[src/rtl/q_8_7_subtractor_gen.sv]
// Digit-serial |A - B| unit with sign flag behind a start/rdy handshake.
// Optional macro SUB_SIGNED_EN treats A/B as two's-complement (sign-extended operands).
module q_8_7_subtractor_gen #(
   parameter int WIDTH = 8,
   parameter int DIGIT = 1
) (
   input  logic             clk,
   input  logic             rst_b,
   input  logic             start,
   input  logic [WIDTH-1:0] A,
   input  logic [WIDTH-1:0] B,
   output logic [WIDTH-1:0] result,
   output logic             neg,
   output logic             rdy,
   output logic             busy
);
   localparam int NDIG = (WIDTH + DIGIT) / DIGIT;
   localparam int EW   = NDIG * DIGIT;
   localparam int CW   = $clog2(NDIG + 1);

   typedef enum logic [1:0] {S_IDLE, S_SUB, S_COMP, S_DONE} state_t;

   state_t           r_state, w_next;
   logic [EW-1:0]    r_ra, r_rb, r_rc;
   logic             r_borrow;
   logic [CW-1:0]    r_cnt;
   logic [DIGIT:0]   w_diff;
   logic [EW-1:0]    w_rc_shift, w_a_ext, w_b_ext;
   logic [WIDTH-1:0] w_mag_neg;
   logic             w_accept, w_last;

   assign w_accept  = start && (r_state == S_IDLE || r_state == S_DONE);
   assign w_last    = (r_cnt == CW'(NDIG - 1));
   assign w_diff    = {1'b0, r_ra[DIGIT-1:0]} - {1'b0, r_rb[DIGIT-1:0]}
                      - {{DIGIT{1'b0}}, r_borrow};
   // Low WIDTH bits of -RC equal the negation of RC's low WIDTH bits.
   assign w_mag_neg = -r_rc[WIDTH-1:0];

`ifdef SUB_SIGNED_EN
   assign w_a_ext = {{(EW-WIDTH){A[WIDTH-1]}}, A};
   assign w_b_ext = {{(EW-WIDTH){B[WIDTH-1]}}, B};
`else
   assign w_a_ext = {{(EW-WIDTH){1'b0}}, A};
   assign w_b_ext = {{(EW-WIDTH){1'b0}}, B};
`endif

   generate
      if (DIGIT == EW) begin : g_full
         assign w_rc_shift = w_diff[DIGIT-1:0];
      end else begin : g_part
         assign w_rc_shift = {w_diff[DIGIT-1:0], r_rc[EW-1:DIGIT]};
      end
   endgenerate

   always_ff @(posedge clk or negedge rst_b) begin
      if (!rst_b) r_state <= S_IDLE;
      else        r_state <= w_next;
   end

   always_comb begin
      w_next = r_state;
      case (r_state)
         S_IDLE, S_DONE: if (start) w_next = S_SUB;
         S_SUB:          if (w_last) w_next = S_COMP;
         S_COMP:         w_next = S_DONE;
         default:        w_next = S_IDLE;
      endcase
   end

   assign busy = (r_state == S_SUB) || (r_state == S_COMP);
   assign rdy  = (r_state == S_DONE);

   always_ff @(posedge clk or negedge rst_b) begin
      if (!rst_b) begin
         r_ra     <= '0;
         r_rb     <= '0;
         r_rc     <= '0;
         r_borrow <= 1'b0;
         r_cnt    <= '0;
         result   <= '0;
         neg      <= 1'b0;
      end else if (w_accept) begin
         r_ra     <= w_a_ext;
         r_rb     <= w_b_ext;
         r_rc     <= '0;
         r_borrow <= 1'b0;
         r_cnt    <= '0;
      end else if (r_state == S_SUB) begin
         r_ra     <= r_ra >> DIGIT;
         r_rb     <= r_rb >> DIGIT;
         r_rc     <= w_rc_shift;
         r_borrow <= w_diff[DIGIT];
         r_cnt    <= r_cnt + CW'(1);
      end else if (r_state == S_COMP) begin
         neg    <= r_rc[EW-1];
         result <= r_rc[EW-1] ? w_mag_neg : r_rc[WIDTH-1:0];
      end
   end
endmodule

[config.mk]
export PLATFORM = sky130hd
export DESIGN_NAME = q_8_7_subtractor_gen
export DESIGN_NICKNAME = d
export VERILOG_FILES = /design/src/rtl/q_8_7_subtractor_gen.sv
export SDC_FILE = /design/constraint.sdc
export NUM_CORES = 1
export LEC_CHECK = 0
export CORE_MARGIN = 5
export CORE_UTILIZATION = 45
export DETAILED_ROUTE_END_ITERATION = 6
export PLACE_DENSITY = 0.72
export SLEW_MARGIN = 30
export SYNTH_ARGS = -nofsm -noshare
export SYNTH_HDL_FRONTEND = slang
export SYNTH_SLANG_ARGS = --single-unit
[constraint.sdc]
create_clock -name clk -period 1.5 [get_ports clk]
set_input_delay 0.3 -clock clk [delete_from_list [all_inputs] [get_ports clk]]
set_output_delay 0.3 -clock clk [all_outputs]
set_load 0.02 [all_outputs]
# Yosys cells after proc, flatten, opt, wreduce, memory -nomap -nowiden
# Cells that the tools add are included.
# op_classes
bitwise	2
add_sub_neg	4
eq_ne	6
reduce_logical	8
n_mux	14
# ops
operator	n
two-way mux 9 bit	6
two-way mux 4 bit	2
two-way mux 8 bit	1
negation 8 bit	1
case mux 2 bit (3 select lines)	1
adder 4 x 1 -> 4 bit, second input constant	1
equality test 2 bit, second input constant	2
equality test 4 bit, second input constant	1
two-way mux 2 bit	2
inequality test 2 bit, second input constant	2
AND reduction 3 bit	1
equality test 2 x 1 -> 1 bit, second input constant	1
zero test 2 bit	1
logical OR 1 bit	2
two-way mux 1 bit	2
NOT 1 bit	2
AND reduction 2 bit	1
nonzero test 2 bit	1
OR reduction 2 bit	1
subtractor 1 x 1 -> 2 bit	1
subtractor 2 x 1 -> 2 bit	1
logical AND 1 bit	1
# word_totals
ff_bits	43
out_inout_bits	11
wordCells	42

# Logic depth before layout (Yosys ltp)
# Gate-level depths: netlist of the first run.
# logic_depth
depth_word	5
ltp_mapped	7

# Worst setup path before layout of the first run
# Ideal clock, no wire load.
# synth_path
kind	reg-to-reg
start	register r_state[0]
end	register r_ra[0]
path_stages_with_launch	8
path_buffers	2
period_less_slack_ps	1418
path_slack_ps	82
arrival_ps	1291
setup_time_ps	127
t_required_ps	1373
path_cell_list	dfrtp_1 inv_1 ha_1 and2_1 buf_2 buf_2 nand2_1 o21ai_0
# synth_via
elab_chain_len	4
# synth_lines
element	line_no	rtl
from (decl)	23	state_t r_state, w_next;
from (signal assigned)	57	else r_state <= w_next;
equality test 2 bit / zero test 2 bit (equally long branches)	32	assign w_accept = start && (r_state == S_IDLE || r_state == S_DONE);
logical OR 1 bit	32	
logical AND 1 bit	32	
two-way mux 9 bit / nonzero test 2 bit (equally long branches)	n/a	
to (signal assigned)	83	r_ra <= w_a_ext;
to (signal assigned)	89	r_ra <= r_ra >> DIGIT;
to (decl)	24	logic [EW-1:0] r_ra, r_rb, r_rc;
# Several ways; a longest one is shown, not always the timed one.
# A chain may end at the register's enable or synchronous reset.

# Worst setup path after layout of the first run
# layout_path
start	register r_state[1]
end	output port rdy
# layout_via
elab_chain_len	1
# layout_lines
element	line_no	rtl
equality test 2 bit	71	assign rdy = (r_state == S_DONE);
to (decl)	14	output logic rdy,
# Every way passes these cells.

==> results.yml, run 1 <==
run_status:
  status: "finished clean"
synth:
  synth_area_sq_um: 2041
  synth_nets: 220
  synth_top_area_cell: "dfrtp_1"
  ys_ff_latch: 41
  ys_top_cells_by_area: "dfrtp_1 50%, mux2i_1 12%, ha_1 3.7%"
  syn_inst: 194
  ys_seq_area_frac: 0.5028
  synth_top_area_share: 0.5028
  synth.distinct_cells: 34
  syn_avg_cell_area_sq_um: 10.52
  yosys_warnings: 0
power:
  pwr-share-seq: 0.377
  intPower_mw: 3.113
  clkPwrFrac: 0.160
  comb_power_share: 0.463
  p_per_area_nw_per_um2: 1838
  ir_drop_mv: 0.9553
  switching_share: 0.3609
  p_leak_nw: 1.256
  totalPowerFinal_mw: 4.870
  p_sw_mw: 1.758
grt:
  grt_overflow: 0
  gr-usage-all-layers: 0.1344
  grt_max_degree: 30
  grt_pass1_vias: 1391
  antenna_found_initial: 0
  grt_pass1_wl_mm: 6.541
detailed_routing:
  top_layer: "met4"
  drt-vias-per-instance: 5.155
  wl_met1_mm: 1.657
  drt_iter0_drc: 55
  ant_nets: 0
  dr.pass1.iters: 4
  post-route-drc-count: 0
  wl_met3_um: 218
  routed_wl_mm: 3.856
  wl_met2_mm: 1.908
  vias: 1495
  detail_route.wl_per_cell_um: 13.30
die:
  initial_utilization: 0.4655
  ios: 30
  die_width_um: 77.34
  num_rows: 24
  die_h_um: 77.34
  core_area_sq_um: 4384
  die-area_sq_um: 5981
cells_and_area:
  area_growth_pct: 29.86
  layout_commonest_cell: "dfrtp_1"
  drive_gt1_frac: 0.1597
  fin_nets: 263
  fin_cells: 290
  design_area_sq_um: 2650
  diodes: 0
  final_cell_mix: "41 x dfrtp_1, 25 x mux2i_1, 18 x nand2_1, 18 x nor2_1, 17 x clkdlybuf4s50_1"
sta:
  max_slew_margin: 0.7022
  hold_viol: 0
  slew_violations: 0
  post-route-period-util: 0.9711
  worstMarginPinSlew_ps: 446.7
  setup_tns_ps: 0
  fin_hold_ws_ps: 480.9
  setup_viol: 0
  fin_crit_ps: 1457
  rsz0062_at_grt: "yes"
  skew_ps: 7.053
  fmax_mhz: 686.5
placement:
  dpl_cell_area_sq_um: 2456
  gp_congestion: 0.7530
  port-buffer-count: 29
  dp_cells: 274
  place_hpwl_mm: 2.623
clock_tree:
  path_clk_slew_ps: 80
  clockBufferDepth: 2
  root_buffer: "clkbuf_8"
  cts_made_buffers: 5
  tritoncts: "done"
  clkLatencyLatePin_ps: 290
  htree_levels: 2
  cts.sinks: 41
worst_setup_path:
  critPathMaxFanout: 2
  cp.required_ps: 1200
  start_kind: "register"
  arrival_ps: 1160
  criticalPathCategory: "reg -> out"
  critPathCaptureType: "output port"
flow_run:
  max_cap_violations: 0
hold_path:
  hold_path_class: "in -> async"
cell usage after synthesis (all sizes together):
| cell | n |
|---|---|
| dfrtp | 41 |
| mux2i | 25 |
| o21ai | 19 |
| nand2 | 18 |
| nor2 | 18 |
| buf | 12 |
| inv | 11 |
| ha | 6 |
| nor2b | 5 |
| nand4 | 4 |
| a21oi | 3 |
| a31oi | 3 |
| mux2 | 3 |
| nand2b | 3 |
| xor2 | 3 |
| a2111o | 2 |
| nand3 | 2 |
| nand3b | 2 |
| nor3 | 2 |
| xnor2 | 2 |
| a2111oi | 1 |
| a21boi | 1 |
| a21o | 1 |
| and2 | 1 |
| fa | 1 |
| nor3b | 1 |
| nor4 | 1 |
| o211ai | 1 |
| o311ai | 1 |
| o31ai | 1 |
power by group through the flow:
stage / Clock [mW] / Combinational (mW) / Sequential (mW)
after CTS: 0.805 / 2.04 / 1.84
after global placement: 0 / 2.07 / 1.83
final: 0.778 / 2.26 / 1.84
after global routing: 0.844 / 2.50 / 1.90
after detailed placement: 0 / 2.13 / 1.86
after floorplan: 0 / 1.36 / 1.90
timing repair:
item                                   CTS  global route
endpoints found under the hold margin   17             0
setup endpoints to repair               14            22
hold buffers                             1             0
setup buffers                            0             6
cloned                                   0             1
resized for setup                       18             8
state kept, by name, indices dropped and copies added (netlist names):
name,flops
r_cnt,4
r_rc,9
neg,1
r_ra,8
r_state,2
r_borrow,1
result,8
r_rb,8
critical path, cell delays in order, from the launching register on:
cell,delay (ps)
dfrtp_1,410
buf_4,150
ha_1,160
buf_2,150
per-layer routing:
metal,up-vias,track usage
met4,0,0.06186
li1,747,-
met2,35,0.2197
met5,-,0
met1,706,0.1690
met3,7,0.03125
metrics by stage:
| step | setup slack (ps) | utilization |
|---|---|---|
| after detailed placement | -110.9 | 0.5602 |
| after CTS | 2.680 | 0.5813 |
| final | 43.38 | 0.6045 |
| after global routing | -15.13 | 0.6045 |
| after floorplan | 81.82 | - |
| after global placement | -100.9 | 0.5602 |
cells by family after synthesis:
family,synth area share
xor gates and xnor gates,0.02146
muxes,0.1392
and+or+nand+nor,0.1330
buffers and inverters,0.05947
AOI/OAI and AO/OA,0.09749
adders and majority gates,0.04660
DFF,0.5028
layout make-up:
class                           instances  area, sq um
Sequential cell                        41         1026
Timing Repair Buffer                   48        495.5
Multi-Input combinational cell        130        920.9
Fill cell                             356         1734
Clock buffer                            7        96.34
Tap cell                               52        65.06
Clock inverter                          1        5.005
Inverter                               11        41.29
path summary, 6_finish.rpt:
kind,from,end,slack [ps],cells after the start
max,r_state[1]$_DFFE_PN0P_,rdy,40,3
min,rst_b,result[2]$_DFFE_PN0P_,480,2
max reg2reg,r_state[1]$_DFFE_PN0P_,r_borrow$_DFFE_PN0P_,80,6
min reg2reg,result[4]$_DFFE_PN0P_,result[4]$_DFFE_PN0P_,500,2
max in group asynchronous,rst_b,r_rb[0]$_DFFE_PN0P_,540,3
min in group clk,result[4]$_DFFE_PN0P_,result[4]$_DFFE_PN0P_,500,2
(Power assumes the default switching activity.)
==> run 2: changes to the inputs <==
--- a/config.mk
+++ b/config.mk
@@ -6,9 +6,9 @@
 export NUM_CORES = 1
 export LEC_CHECK = 0
 export CORE_MARGIN = 5
-export CORE_UTILIZATION = 45
+export CORE_UTILIZATION = 48
 export DETAILED_ROUTE_END_ITERATION = 6
-export PLACE_DENSITY = 0.72
+export PLACE_DENSITY = 0.76
 export SLEW_MARGIN = 30
 export SYNTH_ARGS = -nofsm -noshare
 export SYNTH_HDL_FRONTEND = slang
==> run 2 against run 1 <==
Compared with the run above:
- combinational power down 4%
- worst hold slack worse by 17 ps
- highest routed layer unchanged
- clock-buffer cell count down 1
- via count down 3.5%
- wire length down 4.6%
- clock skew up 0.61 ps
- sequential share of layout area up 0.90 points
==> results.yml, run 2 (synthesis results as in run 1) <==
detailed_routing:
  ant_nets: 0
  vias: 1443
  routed_wl_mm: 3.678
  post-route-drc-count: 0
  detail_route.wl_per_cell_um: 13.14
  dr.pass1.iters: 4
  drt-vias-per-instance: 5.154
  drt_iter0_drc: 60
worst_setup_path:
  criticalPathCategory: "reg -> out"
  critPathCaptureType: "output port"
  arrival_ps: 1170
  start_kind: "register"
  critPathMaxFanout: 2
  slowest_stage: "dfrtp_1"
  rr_worst_depth: 6
  cp.required_ps: 1200
  path_cells: "buf_4 -> ha_1 -> buf_2"
  crit_path_max_incr_delay_ps: 410
placement:
  gp_congestion: 0.7453
  place_ws_ps: -152.3
  port-buffer-count: 29
  place_hpwl_mm: 2.522
hold_path:
  hold_path_class: "in -> async"
power:
  clkPwrFrac: 0.187
  ir_drop_mv: 0.8886
  pwr-share-seq: 0.373
  intPower_mw: 3.170
  p_per_area_nw_per_um2: 1897
  switching_share: 0.3549
  comb_power_share: 0.440
  p_sw_mw: 1.744
  p_leak_nw: 1.218
cells_and_area:
  top_register: "r_rc"
  largest_reg_flops: 9
  area_growth_pct: 26.92
  layout_commonest_cell: "dfrtp_1"
  drive_gt1_frac: 0.1304
  fin_nets: 255
  diodes: 0
  final_cell_mix: "41 x dfrtp_1, 24 x mux2i_1, 18 x nand2_1, 18 x nor2_1, 17 x clkdlybuf4s50_1"
die:
  ios: 30
  die-area_sq_um: 5656
  die_h_um: 75.21
  initial_utilization: 0.5029
  num_rows: 23
  die_width_um: 75.21
  core_area_sq_um: 4058
sta:
  skew_ps: 7.663
  setup_tns_ps: 0
  setup_ws_ps: 26.76
  slew_violations: 0
  max_slew_margin: 0.7378
  fin_crit_ps: 1473
  post-route-period-util: 0.9822
  rsz0062_at_grt: "yes"
  fmax_mhz: 678.8
  setup_viol: 0
  worstMarginPinSlew_ps: 383.4
  hold_viol: 0
clock_tree:
  clockBufferDepth: 2
  root_buffer: "clkbuf_8"
  cts.sinks: 41
  clkLatencyLatePin_ps: 290
  htree_levels: 2
  path_clk_slew_ps: 80
  cts_made_buffers: 5
  tritoncts: "done"
grt:
  grt_max_degree: 47
  grt_pass1_vias: 1395
  grt_pass1_wl_mm: 6.265
  gr-usage-all-layers: 0.1462
  antenna_found_initial: 0
  grt_overflow: 0
flow_run:
  max_cap_violations: 0
run_status:
  status: "finished clean"
run 2: area by class of cell:
class | instances | area [sq um]
clock buffer | 6 | 82.58
clock inverter | 2 | 37.54
fill | 327 | 1468
inverter | 11 | 41.29
multi-input combinational | 130 | 922.1
sequential | 41 | 1026
tap | 50 | 62.56
timing repair buffer | 40 | 417.9
run 2: repair_timing:
action | CTS | global route
endpoints found under the hold margin | 15 | 0
hold buffers | 1 | 0
buffers inserted | 0 | 0
gates cloned | 1 | 0
gates resized for setup | 21 | 3
setup endpoints to repair | 13 | 12
pin swaps | 0 | 1
run 2: final timing paths:
check	startpoint	to	slack (ps)
worst max-delay path	r_state[1]$_DFFE_PN0P_	rdy	30
worst min-delay path	rst_b	r_state[0]$_DFFE_PN0P_	460
worst max register to register	r_state[1]$_DFFE_PN0P_	r_rc[8]$_DFFE_PN0P_	40
worst min register to register	result[4]$_DFFE_PN0P_	result[4]$_DFFE_PN0P_	500
max in group asynchronous	rst_b	r_ra[0]$_DFFE_PN0P_	570
min in group clk	result[4]$_DFFE_PN0P_	result[4]$_DFFE_PN0P_	500
run 2: stage by stage:
stage	instance area [sq um]	hold WS [ps]	instances	util	power, mW
floorplan	2041	4.409	194	-	3.260
global placement	2414	241.1	270	0.5948	3.836
detailed placement	2414	247.9	270	0.5948	3.913
CTS	2574	476.7	280	0.6343	4.901
global route	2590	500.7	280	0.6383	5.276
finish	2590	464.2	280	0.6383	4.914
run 2: critical path, delay by kind of cell (launching register included):
kind                     cells  cell delay, ps
adder cells (fa/ha/maj)      1             170
flip-flops                   1             410
buffers and inverters        2             310
run 2: metal layers:
layer | GRT usage | vias to the layer above | routed length [um]
met5 | 0 | - | 0
met4 | 0.04078 | 0 | 38
met3 | 0.03605 | 5 | 225
met2 | 0.2476 | 35 | 1739
met1 | 0.1868 | 670 | 1674
li1 | - | 733 | -
run 2: power groups by stage:
stage / combinational (mW) / sequential, mW / clock, mW
2_1_floorplan: 1.36 / 1.90 / 0
3_3_place_gp: 2.00 / 1.83 / 0
3_5_place_dp: 2.06 / 1.86 / 0
4_1_cts: 2.13 / 1.83 / 0.939
5_1_grt: 2.41 / 1.89 / 0.979
6_report: 2.16 / 1.83 / 0.920
==> run 3: changes to the inputs <==
--- a/config.mk
+++ b/config.mk
@@ -7,6 +7,7 @@
 export LEC_CHECK = 0
 export CORE_MARGIN = 5
 export CORE_UTILIZATION = 48
+export CTS_CLUSTER_SIZE = 24
 export DETAILED_ROUTE_END_ITERATION = 6
 export PLACE_DENSITY = 0.76
 export SLEW_MARGIN = 30
==> results of run 3 <==
The final DEF is identical to that of run 2; final timing and power are the same.
